==> config.mk <==
export PLATFORM = sky130hd
export DESIGN_NAME = demux_bin_stream
export DESIGN_NICKNAME = d
export VERILOG_FILES = /design/src/rtl/demux_bin_stream.sv
export SDC_FILE = /design/constraint.sdc
export NUM_CORES = 1
export LEC_CHECK = 0
export ABC_AREA = 1
export BUFFER_PORTS_ARGS = -buffer_cell sky130_fd_sc_hd__buf_2
export CAP_MARGIN = 20
export CORE_UTILIZATION = 45
export CTS_BUF_LIST = sky130_fd_sc_hd__clkbuf_16
export DETAILED_ROUTE_END_ITERATION = 10
export PLACE_DENSITY = 0.86
export SLEW_MARGIN = 0
export SYNTH_ARGS = -nofsm -noshare
export SYNTH_HDL_FRONTEND = slang
export SYNTH_SLANG_ARGS = --single-unit
==> constraint.sdc <==
create_clock -name clk -period 2.9 [get_ports clk]
set_clock_uncertainty 0.2 [all_clocks]
set_input_delay 0.145 -clock clk [delete_from_list [all_inputs] [get_ports clk]]
set_output_delay 0.145 -clock clk [all_outputs]
set_load 0.03 [all_outputs]
==> src/rtl/demux_bin_stream.sv <==
// demux_bin_stream
//   Registered stream demultiplexer with binary select. Each accepted input
//   beat is routed to the single output channel named by s_bin. A two-entry
//   buffer (output register + skid register) gives one beat per cycle while
//   keeping s_rdy a pure function of registered state.
//
// Ports
//   clk    : clock, rising edge
//   rst_n  : asynchronous reset, active-low
//   s_vld  : input beat valid
//   s_rdy  : input ready (low only when both buffer entries are occupied)
//   s_bin  : binary channel select, sampled with the beat
//   s_dat  : input payload
//   m_vld  : per-channel valid, at most one bit set
//   m_rdy  : per-channel ready
//   m_dat  : payload broadcast to all channels, meaningful where m_vld[i]
//   err    : one-cycle pulse after a beat with s_bin >= WIDTH was dropped
module demux_bin_stream #(
  parameter type         DAT_T     = logic [8-1:0],
  parameter int unsigned WIDTH     = 16,
  parameter int unsigned SPLIT     = 4,
  localparam int unsigned WIDTH_LOG = (WIDTH > 1) ? $clog2(WIDTH) : 1
) (
  input  logic                 clk,
  input  logic                 rst_n,
  input  logic                 s_vld,
  output logic                 s_rdy,
  input  logic [WIDTH_LOG-1:0] s_bin,
  input  DAT_T                 s_dat,
  output logic [WIDTH-1:0]     m_vld,
  input  logic [WIDTH-1:0]     m_rdy,
  output DAT_T                 m_dat,
  output logic                 err
);

  typedef enum logic [1:0] {
    EMPTY,
    BUSY,
    FULL
  } state_t;

  state_t state_q, state_d;

  logic [WIDTH_LOG-1:0] out_bin_q, skid_bin_q;
  DAT_T                 out_dat_q, skid_dat_q;
  logic                 err_q;

  logic        acc;
  logic        in_range;
  logic        in_ok;
  logic        take;
  logic        load_out_s;
  logic        load_out_skid;
  logic        load_skid;
  logic [31:0] bin_grp;
  logic [31:0] bin_mem;

  assign s_rdy    = (state_q != FULL);
  assign acc      = s_vld && s_rdy;
  assign in_range = (32'(s_bin) < WIDTH);
  assign in_ok    = acc && in_range;

  // Two-level select decode: group index and position within a group of
  // SPLIT channels, ANDed per output. Functionally bin == i.
  assign bin_grp = 32'(out_bin_q) / SPLIT;
  assign bin_mem = 32'(out_bin_q) % SPLIT;

  always_comb begin
    m_vld = '0;
    for (int unsigned i = 0; i < WIDTH; i++) begin
      m_vld[i] = (state_q != EMPTY) && (bin_grp == i / SPLIT) && (bin_mem == i % SPLIT);
    end
  end

  // m_vld carries the occupancy, so the take decision needs no indexed lookup
  // of m_rdy by out_bin_q.
  assign take  = |(m_vld & m_rdy);
  assign m_dat = out_dat_q;
  assign err   = err_q;

  always_comb begin
    state_d       = state_q;
    load_out_s    = 1'b0;
    load_out_skid = 1'b0;
    load_skid     = 1'b0;
    unique case (state_q)
      EMPTY: begin
        if (in_ok) begin
          load_out_s = 1'b1;
          state_d    = BUSY;
        end
      end
      BUSY: begin
        if (in_ok && !take) begin
          load_skid = 1'b1;
          state_d   = FULL;
        end else if (in_ok && take) begin
          load_out_s = 1'b1;
        end else if (take) begin
          state_d = EMPTY;
        end
      end
      FULL: begin
        if (take) begin
          load_out_skid = 1'b1;
          state_d       = BUSY;
        end
      end
      default: state_d = EMPTY;
    endcase
  end

  always_ff @(posedge clk or negedge rst_n) begin
    if (!rst_n) begin
      state_q <= EMPTY;
      err_q   <= 1'b0;
    end else begin
      state_q <= state_d;
      err_q   <= acc && !in_range;
    end
  end

  // Payload/select registers carry no reset; they are only observed while
  // the state marks them occupied.
  always_ff @(posedge clk) begin
    if (load_out_s) begin
      out_bin_q <= s_bin;
      out_dat_q <= s_dat;
    end else if (load_out_skid) begin
      out_bin_q <= skid_bin_q;
      out_dat_q <= skid_dat_q;
    end
    if (load_skid) begin
      skid_bin_q <= s_bin;
      skid_dat_q <= s_dat;
    end
  end

endmodule

### Word-level counts from Yosys, hierarchy flattened

Index checks and enable logic that the tools add are counted.

| word-level totals | value |
|---|---|
| ROM bits | 0 |
| bits in writable memories | 0 |
| register bits after elaboration | 26 |
| bits in latches | 0 |
| memories | 0 |

| operators by class | value |
|---|---|
| multiplexer cells | 18 |
| shift-type cells | 0 |
| eq/ne operators | 13 |
| order comparisons | 0 |
| bitwise logic cells | 1 |
| $add $sub $neg | 0 |
| multiply operators | 0 |
| divide/modulo/power cells | 0 |
| reduce and logical (&&, ||, !) cells | 31 |

Operator list:

| operator | number |
|---|---|
| $logic_not 32->1 | 2 |
| $logic_and 1x1->1 | 23 |
| $and 16x16->16 | 1 |
| $mux 8 | 2 |
| $reduce_or 16->1 | 1 |
| $eq 2x2->1 const B | 5 |
| $mux 2 | 5 |
| $mux 4 | 2 |
| $mux 1 | 7 |
| $eq 2x1->1 const B | 3 |
| $ne 2x2->1 const B | 3 |
| $ne 3x3->1 const B | 2 |
| $pmux 2 s3 | 1 |
| $reduce_and 4->1 | 1 |
| $reduce_bool 2->1 | 2 |
| $logic_not 2->1 | 1 |
| $pmux 1 s2 | 1 |
| $logic_not 1->1 | 1 |

### Logic depth before layout (Yosys ltp)

| depth | value |
|---|---|
| word-level depth | 10 |
| depth in mapped cells | 13 |
| gate-level depth less buffers | 12 |

### Least setup slack after synthesis

Ideal clock, no wire load.

| timing path | value |
|---|---|
| path kind | reg-to-reg |
| start point | register out_bin_q[1] |
| end point | register out_dat_q (netlist bit m_dat[0]) (enable) |
| path slack | 0.628 ns |
| required time | 2.318 ns |
| setup time | 0.382 ns |
| data arrival time | 1.690 ns |
| cell stages (with the launch flop) | 11 |
| cell sequence | edfxtp_1 > nor2_1 > nand4_1 > nand2_1 > nor2_1 > nand2_1 > nor2_4 > nand2_2 > nand2_2 > buf_6 > o21ai_1 |

| on the way | value |
|---|---|
| cells in the longest elaborated chain, start to end | 9 |
| elaborated cells between the ends (all ways) | 31 |
| those cells by class | 3 x eq/ne; 5 x mux; 1 x bitwise; 22 x reduce/logical |

Ends and longest elaborated chain:

| item | line | RTL |
|---|---|---|
| from (decl) | 44 | `logic [WIDTH_LOG-1:0] out_bin_q, skid_bin_q;` |
| from (signal assigned) | 127 | `out_bin_q <= s_bin;` |
| from (signal assigned) | 130 | `out_bin_q <= skid_bin_q;` |
| $logic_not 32->1 (tied with other cells) | 71 | `m_vld[i] = (state_q != EMPTY) && (bin_grp == i / SPLIT) && (bin_mem == i % SPLIT);` |
| $logic_and 1x1->1 | 71 |  |
| $and 16x16->16 * | 77 | `assign take = \|(m_vld & m_rdy);` |
| $reduce_or 16->1 * | 77 |  |
| $logic_and 1x1->1 / $logic_not 1->1 (equally long branches) | 97, 94 |  |
| $mux 1 / $logic_and 1x1->1 (equally long branches) | 97, 94 |  |
| $mux 1 | 94 | `if (in_ok && !take) begin` |
| $pmux 1 s2 | 86 | `unique case (state_q)` |
| $reduce_bool 2->1 (no line) * | - |  |
| to (signal assigned) | 128 | `out_dat_q <= s_dat;` |
| to (signal assigned) | 131 | `out_dat_q <= skid_dat_q;` |
| to (decl) | 45 | `DAT_T out_dat_q, skid_dat_q;` |

Every way passes the cells marked *; elsewhere a longest branch is shown, timed or not.
A chain may end at the register's enable or synchronous reset.

### Worst setup path in the final report

| timing path | value |
|---|---|
| start point | register out_bin_q[0] |
| end point | register out_dat_q (netlist bit m_dat[6]) (enable) |

The elaborated chain is that of the path after synthesis.

==> flow_summary.yaml <==
power:
  clock_power_share_pct: 19.6
  power_density_nw_per_um2: 1060
  seq_power_share_pct: 33.9
  sw_frac_of_total_pct: 43.36
  p_sw_mw: 0.8702
  p_int_mw: 1.137
  combPwrFrac_pct: 46.5
  finalPower_mw: 2.007
  p_leak_nw: 0.9556
  ir_drop_mv: 0.5354
cells_and_area:
  fillCellCount: 228
  drive_above_1_share_pct: 29.82
  n_antenna_cell: 0
  final_core_util_pct: 67.48
  stdcell_count: 259
  area_delta_synth_final_pct: 40.35
  final_nets: 260
  final_area_um2: 1893
  multi_input_area_um2: 488.0
  regArea_um2: 770.7
worst_hold_path:
  hold_start: "s_vld"
  hp-class: "input port to flip-flop"
  whs_endpoint: "state_q[0]"
  min_path_cells: 5
sta:
  slew_viol_final: 0
  fmaxAchievable_mhz: 407.3
  finalHoldViolCount: 0
  fin_tns_setup_ns: 0
  grt_setup_unrepaired: "false"
  min_period_over_period_pct: 84.66
  fin_crit_ns: 2.455
  whs_ns: 0.08622
  setup_ws_ns: 0.4449
  finalSetupViolations: 0
setup_path:
  worstPathArrival_ns: 2.23
  cp.depth: 10
  regToRegSetupSlack_ns: 0.44
  startpoint_type: "flip-flop"
  crit_required_ns: 2.67
  critPathTopFamily: "simple AND/OR/NAND/NOR gates"
  crit_fanout: 13
  critical_path.cell_chain: "nor2_1 > nand3_1 > nand2_1 > nor2_1 > nand2_1 > nor2_4 > nand2_2 > nand2_2 > o21ai_1 > buf_4"
  r2r_cells: 10
  max_stage_delay_ns: 0.42
  cp-startpoint: "out_bin_q[0]"
  cp-end-kind: "flip-flop"
  timing.rr.end: "m_dat[6]"
  crit_type: "flip-flop to flip-flop"
  timing.rr.start: "out_bin_q[0]"
  slowest_stage: "edfxtp_1"
  crit_buf_inv: 1
routing:
  vias_per_cell: 5.039
  vias: 1305
  routed_wl_mm: 3.130
  drt_iter0_drc: 137
  antenna_left: 0
  firstDrtPassIters: 7
  route.detailed.drc: 16
  wire_per_inst_um: 12.08
synthesis:
  synth_seq_cells: 26
  syn_avg_cell_area_um2: 8.591
  yosysSeqAreaShare_pct: 57.14
  synth_warnings: 0
  yosysUniqueCellTypes: 16
  synth_cells: 157
  synth_nets: 188
  syn_area_um2: 1349
global_route:
  grt_max_degree: 16
  antenna_found_initial: 0
  gr-total-overflow: 0
  grt_pass1_wl_mm: 5.119
  grt_usage_pct: 20.81
  grt_pass1_vias: 1169
outcome:
  violations: "DRC"
  status: "complete, but fails checks"
clocking:
  cts_buffer_depth: 2
  insertion_delay_ns: 0.26
  post_cts_resized: 0
  clock_sinks: 26
  cts_root_buf: "clkbuf_16"
  cts.clk_slew.worst_paths_ns: 0.06
  cts_tree: "yes"
  numCtsBuffers: 3
  htreeDepth: 1
floorplan:
  rows: 19
  core_area_um2: 2805
  io_pins: 57
  dieArea_um2: 3220
  initial_core_util_pct: 48.08
  die_h_um: 56.75
  die_x_um: 56.75
placed_design:
  pre_cts_ws_ns: 0.4761
  io_buffers: 55
  dpl_cell_area_um2: 1648
  hpwlAfterDp_mm: 2.273
  dp_cells: 241
  gp_congestion: 0.9276
run:
  drv_cap: 0
-- sequential cells by signal, indices dropped and copies added, names as in the netlist --
signal / flops
state_q: 2
m_dat: 8
skid_bin_q: 4
skid_dat_q: 8
out_bin_q: 4
-- cell usage in the layout, fill, tap and decap left out --
cell,Yosys,layout
buf_2,0,55
nand2_1,46,46
nor2_1,26,26
nand3_1,25,25
edfxtp_1,24,24
inv_1,16,16
dlygate4sd3_1,0,14
nand4_1,4,4
nor2_2,3,3
clkbuf_16,0,3
nor2_4,2,2
nand2_2,2,2
buf_4,2,2
dfrtp_1,2,2
o21ai_1,1,1
a21oi_1,1,1
conb_1,1,1
bufinv_16,0,1
-- repair_timing --
item / 4_1_cts / 5_1_grt
setup buffers: 0 / 0
hold endpoints to repair: 14 / 0
hold buffers: 14 / 0
-- cell usage after synthesis, drive strengths merged --
cell | instances | share of area [%]
nand2 | 48 | 14
nor2 | 31 | 10
nand3 | 25 | 9.3
edfxtp | 24 | 53
inv | 16 | 4.5
nand4 | 4 | 1.9
buf | 3 | 1.9
dfrtp | 2 | 3.7
a21oi | 1 | 0.37
clkbuf | 1 | 0.28
conb | 1 | 0.28
o21ai | 1 | 0.37
-- metal layers --
metal | vias up | global-route usage (%) | routed length, um
met1 | 584 | 24.89 | 1288
li1 | 653 | - | -
met2 | 63 | 38.44 | 1568
met4 | 0 | 7.317 | 44
met3 | 5 | 2.304 | 228
met5 | - | 0 | 0
-- area by class of cell --
| cell class | count | area share [%] |
|---|---|---|
| flip-flops and latches | 26 | 40.71 |
| multi-input cells | 111 | 25.78 |
| repair buffers | 71 | 22.74 |
| clock buffers | 3 | 3.966 |
| inverters | 16 | 3.172 |
| well taps | 31 | 2.049 |
| clock inverters | 1 | 1.586 |
-- worst reg2reg max path: cells and delay by family (launching register included) --
kind	cells	cell delay, ns
simple gates	8	1.19
flops	1	0.42
compound gates	1	0.17
buf+inv	1	0.20
-- worst max-delay path by stage --
| stage | to |
|---|---|
| after floorplan | m_dat[0] |
| after global placement | m_dat[1] |
| after detailed placement | out_bin_q[0] |
| after CTS | out_bin_q[2] |
| after global routing | m_dat[1] |
| final | m_dat[6] |
-- power by group through the flow --
stage | Combinational [mW] | Sequential, mW | Clock [mW]
floorplan | 0.588 | 0.787 | 0
global placement | 0.891 | 0.680 | 0
detailed placement | 0.911 | 0.689 | 0
CTS | 0.935 | 0.681 | 0.396
global route | 1.03 | 0.693 | 0.413
finish | 0.933 | 0.681 | 0.393
-- cells by family (layout without fill, tap and decap cells) --
logic type	Yosys count	after routing	share of synthesized area, %
AOI/OAI and AO/OA	2	2	0.7414
buffers and inverters	20	91	6.679
DFF	26	26	57.14
other	1	1	0.2780
and+or+nand+nor	108	108	35.16
(Power assumes the default switching activity.)
